## src/rtl/decode_issue_ctrl.sv

```systemverilog
// Decode/issue control: register scoreboard for RAW/WAW interlocks plus a
// branch FSM that stalls until resolution and kills wrong-path instructions.
module decode_issue_ctrl #(
  parameter int FLUSH_CYCLES = 2,
  parameter int STALL_CNT_W  = 16
) (
  input  logic                   clk,
  input  logic                   reset,
  input  logic                   d_in_valid,
  input  logic [4:0]             d_in_rs1_key,
  input  logic [4:0]             d_in_rs2_key,
  input  logic [4:0]             d_in_rd_key,
  input  logic                   d_in_uses_rs2,
  input  logic                   d_in_rd_we,
  input  logic                   d_in_is_branch,
  input  logic                   d_in_is_jmp,
  input  logic                   ex_in_resolve,
  input  logic                   ex_in_taken,
  input  logic                   wb_in_rd_we,
  input  logic [4:0]             wb_in_rd_key,
  output logic                   d_out_issue,
  output logic                   d_out_stall,
  output logic                   d_out_kill_instr,
  output logic [31:0]            sb_out_pending,
  output logic [1:0]             ctl_out_state,
  output logic [STALL_CNT_W-1:0] perf_out_stall_cnt
);

  typedef enum logic [1:0] {
    RUN     = 2'd0,
    BR_WAIT = 2'd1,
    FLUSH   = 2'd2,
    ILLEGAL = 2'd3
  } state_e;

  state_e                 state_q, state_d;
  logic [2:0]             flush_cnt_q, flush_cnt_d;
  logic [31:0]            pending_q, pending_d;
  logic [STALL_CNT_W-1:0] stall_cnt_q, stall_cnt_d;
  logic                   hazard;

  // Only the registered scoreboard is consulted; a same-cycle writeback does not bypass.
  assign hazard = pending_q[d_in_rs1_key]
                | (d_in_uses_rs2 & pending_q[d_in_rs2_key])
                | (d_in_rd_we & pending_q[d_in_rd_key]);

  // Outputs are forced quiet while reset is held low.
  always_comb begin
    d_out_issue      = 1'b0;
    d_out_stall      = 1'b0;
    d_out_kill_instr = 1'b0;
    if (reset) begin
      case (state_q)
        RUN: begin
          d_out_issue = d_in_valid & ~hazard;
          d_out_stall = d_in_valid & hazard;
        end
        BR_WAIT: d_out_stall      = d_in_valid;
        FLUSH:   d_out_kill_instr = 1'b1;
        default: ;
      endcase
    end
  end

  always_comb begin
    pending_d = pending_q;
    if (wb_in_rd_we) begin
      pending_d[wb_in_rd_key] = 1'b0;
    end
    // Set is applied after clear so a same-cycle collision leaves the bit set.
    if (d_out_issue && d_in_rd_we) begin
      pending_d[d_in_rd_key] = 1'b1;
    end
    pending_d[0] = 1'b0;

    stall_cnt_d = stall_cnt_q;
    if (d_out_stall && (stall_cnt_q != {STALL_CNT_W{1'b1}})) begin
      stall_cnt_d = stall_cnt_q + 1'b1;
    end

    state_d     = state_q;
    flush_cnt_d = flush_cnt_q;
    case (state_q)
      RUN: begin
        if (d_out_issue && (d_in_is_branch || d_in_is_jmp)) begin
          state_d = BR_WAIT;
        end
      end
      BR_WAIT: begin
        if (ex_in_resolve) begin
          if (ex_in_taken) begin
            state_d     = FLUSH;
            flush_cnt_d = 3'(FLUSH_CYCLES);
          end else begin
            state_d = RUN;
          end
        end
      end
      FLUSH: begin
        if (flush_cnt_q <= 3'd1) begin
          state_d     = RUN;
          flush_cnt_d = 3'd0;
        end else begin
          flush_cnt_d = flush_cnt_q - 3'd1;
        end
      end
      default: state_d = RUN;
    endcase
  end

  always_ff @(posedge clk) begin
    if (!reset) begin
      state_q     <= RUN;
      flush_cnt_q <= 3'd0;
      pending_q   <= 32'd0;
      stall_cnt_q <= '0;
    end else begin
      state_q     <= state_d;
      flush_cnt_q <= flush_cnt_d;
      pending_q   <= pending_d;
      stall_cnt_q <= stall_cnt_d;
    end
  end

  assign sb_out_pending     = pending_q;
  assign ctl_out_state      = state_q;
  assign perf_out_stall_cnt = stall_cnt_q;

endmodule

```

## config.mk

```make
export PLATFORM = sky130hd
export DESIGN_NAME = decode_issue_ctrl
export DESIGN_NICKNAME = d
export VERILOG_FILES = /design/src/rtl/decode_issue_ctrl.sv
export SDC_FILE = /design/constraint.sdc
export NUM_CORES = 1
export LEC_CHECK = 0
export ABC_AREA = 1
export ABC_CLOCK_PERIOD_IN_PS = 2200
export BUFFER_PORTS_ARGS = -buffer_cell sky130_fd_sc_hd__buf_4
export CAP_MARGIN = 20
export CELL_PAD_IN_SITES_DETAIL_PLACEMENT = 1
export CELL_PAD_IN_SITES_GLOBAL_PLACEMENT = 1
export CORE_ASPECT_RATIO = 1.5
export CORE_MARGIN = 3
export CORE_UTILIZATION = 35
export CTS_BUF_LIST = sky130_fd_sc_hd__clkbuf_16
export DETAILED_ROUTE_END_ITERATION = 10
export GPL_TIMING_DRIVEN = 0
export PLACE_DENSITY_LB_ADDON = 0.15
export SYNTH_ARGS = -nofsm -noshare
export SYNTH_HDL_FRONTEND = slang
export SYNTH_SLANG_ARGS = --single-unit
```

## constraint.sdc

```tcl
create_clock -name clk -period 2.2 [get_ports clk]
set_input_delay 0.11 -clock clk [delete_from_list [all_inputs] [get_ports clk]]
set_output_delay 0.11 -clock clk [all_outputs]
set_load 0.01 [all_outputs]
```

==> summary.md <==
| Metric | Value |
|---|---|
| Setup ws final | 0.1479 ns |
| # IOs | 83 |
| Clock buffer count from CTS | 5 |
| Synth Flop Type | dfxtp_1 |
| Clock Sinks | 52 |
| Register bit total from synthesis | 52 |
| LEAKAGE | 0.002070 uW |
| Largest net degree at the start of global routing | 17 |
| Clk Latency, worst-skew pair | 0.30 ns |
| Gpl congestion | 0.9423 |
| Setup TNS | 0 ns |
| Synth cell types | 36 |
| Peak VDD IR | 0.0003340 V |
| # rows | 46 |
| Number of synthesized flops with an enable pin | 0 |
| Min-Delay Path Depth | 3 |
| Worst r2r src | perf_out_stall_cnt[0]$_SDFFE_PN0P_ |
| CTS clk-pin slew, worst paths | 0.07 ns |
| Core footprint | 10650 um^2 |
| Commonest cells in the netlist | 191 x nand2_1, 70 x nand3_1, 56 x inv_1 |
| Initial drt markers | 232 |
| Final hold violation count | 0 |
| Final Max Tran Viols | 0 |
| Setup Skew | 0.005677 ns |
| Area contributors post-synth | dfxtp_1 27%, nand2_1 19%, nand3_1 9.1% |
| Data arrival, critical path | 1.94 ns |
| Multi-input logic area | 2397 um^2 |
| CP Launch Point | sb_out_pending[31]$_SDFF_PN0_ |
| Clock buffer depth | 2 |
| DRC viols | 0 |
| Count leader, synth | nand2_1 |
| Crit path time final | 2.052 ns |
| Area share of the largest cell type after synthesis | 0.2707 |
| CTS tree | built |
| Worst rel slew slack | 0.6024 |
| Via Count | 4719 |
| Worst slack, placed | -0.02066 ns |
| Port buffer count | 76 |
| Nets | 761 |
| Setup CP Type | flop to output pin |
| Die area | 12310 um^2 |
| Vias in the first global route | 4833 |
| Reg2reg setup slack | 0.22 ns |
| Post-route ant nets | 0 |
| Routed len/inst | 17.80 um |
| Share of layout cells above drive strength 1 | 0.1962 |
| Status | complete, no violations |
| Die Ht | 134.4 um |
| RSZ-0062 raised after global routing | false |
| Clk root buf | clkbuf_16 |
| Yosys warnings | 0 |
| Post-Syn Area per Cell | 5.989 um^2 |
| Hold Path End | perf_out_stall_cnt[0]$_SDFFE_PN0P_ |
| Initial Util | 0.3611 |
| 1st-pass router iterations | 4 |
| Worst hold start | reset |
| Power per cell area | 470.3 nW/um^2 |
| Path type of the worst min-delay path | input port to flop |
| Crit-path max FO | 10 |
| Ys async rst share | 0 |
| Register area | 1059 um^2 |
| Startpoint Class | flop |
| Critical Path RT | 2.09 ns |
| Syn nets | 675 |
| Fmax | 0.4873 GHz |
| Synth area leader | dfxtp_1 |
| Die span in x | 91.58 um |
| Initial antenna violation count | 0 |
| Total GRT Usage | 0.2485 |
| Detailed Place HPWL | 12560 um |
| MaxCap Viol Count | 0 |
| Tcrit/Tclk final | 0.9328 |
| Routed vias/inst | 5.405 |
| R2R cell count | 11 |
| Post-synthesis sequential area ratio | 0.2707 |
| Cells after Synth | 642 |
| Global-route wire length before repair | 24430 um |
| Congestion Overflow GR | 0 |
| Slew @ Worst Pin | 0.5964 ns |
| Crit end category | output pin |
| Synthesized area | 3845 um^2 |
| Finish-stage setup viols | 0 |
| Area Growth Syn to Fin | 26.13% |
| H-tree depth | 2 |
| Total power | 2281 uW |
| Final wirelength | 15540 um |
| FILL cells | 1486 |
| Ant. Diodes | 0 |
| Worst R2R End | perf_out_stall_cnt[13]$_SDFFE_PN0P_ |
==> worst max path at each step <==
stage / slack (ns) / endpoint / cells after the start
after global placement: 0.007 / perf_out_stall_cnt[4]$_SDFFE_PN0P_ / 10
after detailed placement: -0.02 / perf_out_stall_cnt[5]$_SDFFE_PN0P_ / 10
after global routing: 0.01 / perf_out_stall_cnt[11]$_SDFFE_PN0P_ / 11
final: 0.15 / d_out_stall / 12
after CTS: 0.04 / d_out_issue / 4
after floorplan: 0.36 / perf_out_stall_cnt[10]$_SDFFE_PN0P_ / 10
==> cell families (layout without fill, tap and decap cells) <==
family                   after synthesis  count (layout)  synth area share
flip-flops                            52              52            0.2707
AND/OR/NAND/NOR                      386             386            0.4556
buffers and inverters                 99             186            0.1155
other                                  1               1         0.0009753
AO/OA/AOI/OAI                         88              88            0.1178
XOR/XNOR                              13              13           0.02961
adder cells (fa/ha/maj)                3               3          0.009763
==> repair_timing <==
item | 4_1_cts | 5_1_grt
gates resized for setup | 4 | 22
hold buffers | 0 | 0
buffers inserted | 0 | 3
pin swaps | 0 | 2
endpoints found under the setup margin | 12 | 14
==> worst max-delay path, cell delays in order, from the launching register on <==
cell and delay [ns]:
dfxtp_1 0.41, nand2_1 0.08, nand3_1 0.10, nand3_1 0.09, nand2_1 0.12, nand2_1 0.07, nand3_1 0.08, nand3_2 0.12
nand4_4 0.16, buf_6 0.16, nand2_1 0.07, inv_2 0.06, buf_4 0.11
==> layout make-up <==
| class | count | share of cell area |
|---|---|---|
| multi-input cells | 491 | 0.4943 |
| flip-flops and latches | 52 | 0.2183 |
| repair buffers | 79 | 0.1223 |
| inverters | 67 | 0.05289 |
| plain buffers | 32 | 0.04051 |
| well taps | 144 | 0.03715 |
| clock buffers | 5 | 0.02580 |
| clock inverters | 3 | 0.008772 |
==> per-layer routing <==
layer  global-route usage  vias to the layer above  routed length (um)
met3              0.03086                       44                 558
li1                     -                     2298                   -
met1               0.2433                     2271                5586
met4               0.1233                        0                 737
met2               0.4974                      106                8659
met5                    0                        -                   0
==> state kept, by name, indices dropped and copies added (netlist names) <==
name                flops
ctl_out_state           2
flush_cnt_q             3
perf_out_stall_cnt     16
sb_out_pending         31
==> placed cells by master, fill, tap and decap left out, drive strengths merged <==
| cell | n |
|---|---|
| xnor2 | 5 |
| o211a | 1 |
| nand3b | 1 |
| bufinv | 1 |
| xor2 | 8 |
| nand3 | 72 |
| inv | 67 |
| nor4 | 2 |
| nand2 | 193 |
| o21ai | 36 |
| nor3b | 1 |
| dfxtp | 52 |
| nor2 | 53 |
| a21oi | 48 |
| buf | 101 |
| clkinv | 2 |
| and3 | 1 |
| a31oi | 1 |
| o211ai | 1 |
| a221oi | 1 |
| ha | 3 |
| clkbuf | 15 |
| nor3 | 13 |
| nand4 | 50 |
| conb | 1 |
==> where the power goes <==
group          switching [uW]  internal, uW  total, uW
sequential               7.35           946        954
combinational             281           139        420
clock                     372           536        907
==> through the flow <==
| stage | instance area (um^2) | hold WS (ns) | util | std cells |
|---|---|---|---|---|
| floorplan | 3845 | 0.2304 | - | 642 |
| global placement | 4596 | 0.4016 | 0.4316 | 862 |
| detailed placement | 4596 | 0.3976 | 0.4316 | 862 |
| CTS | 4782 | 0.1117 | 0.4491 | 870 |
| global route | 4850 | 0.1183 | 0.4555 | 873 |
| finish | 4850 | 0.1158 | 0.4555 | 873 |
No activity file was read; power rests on OpenSTA's default activity.
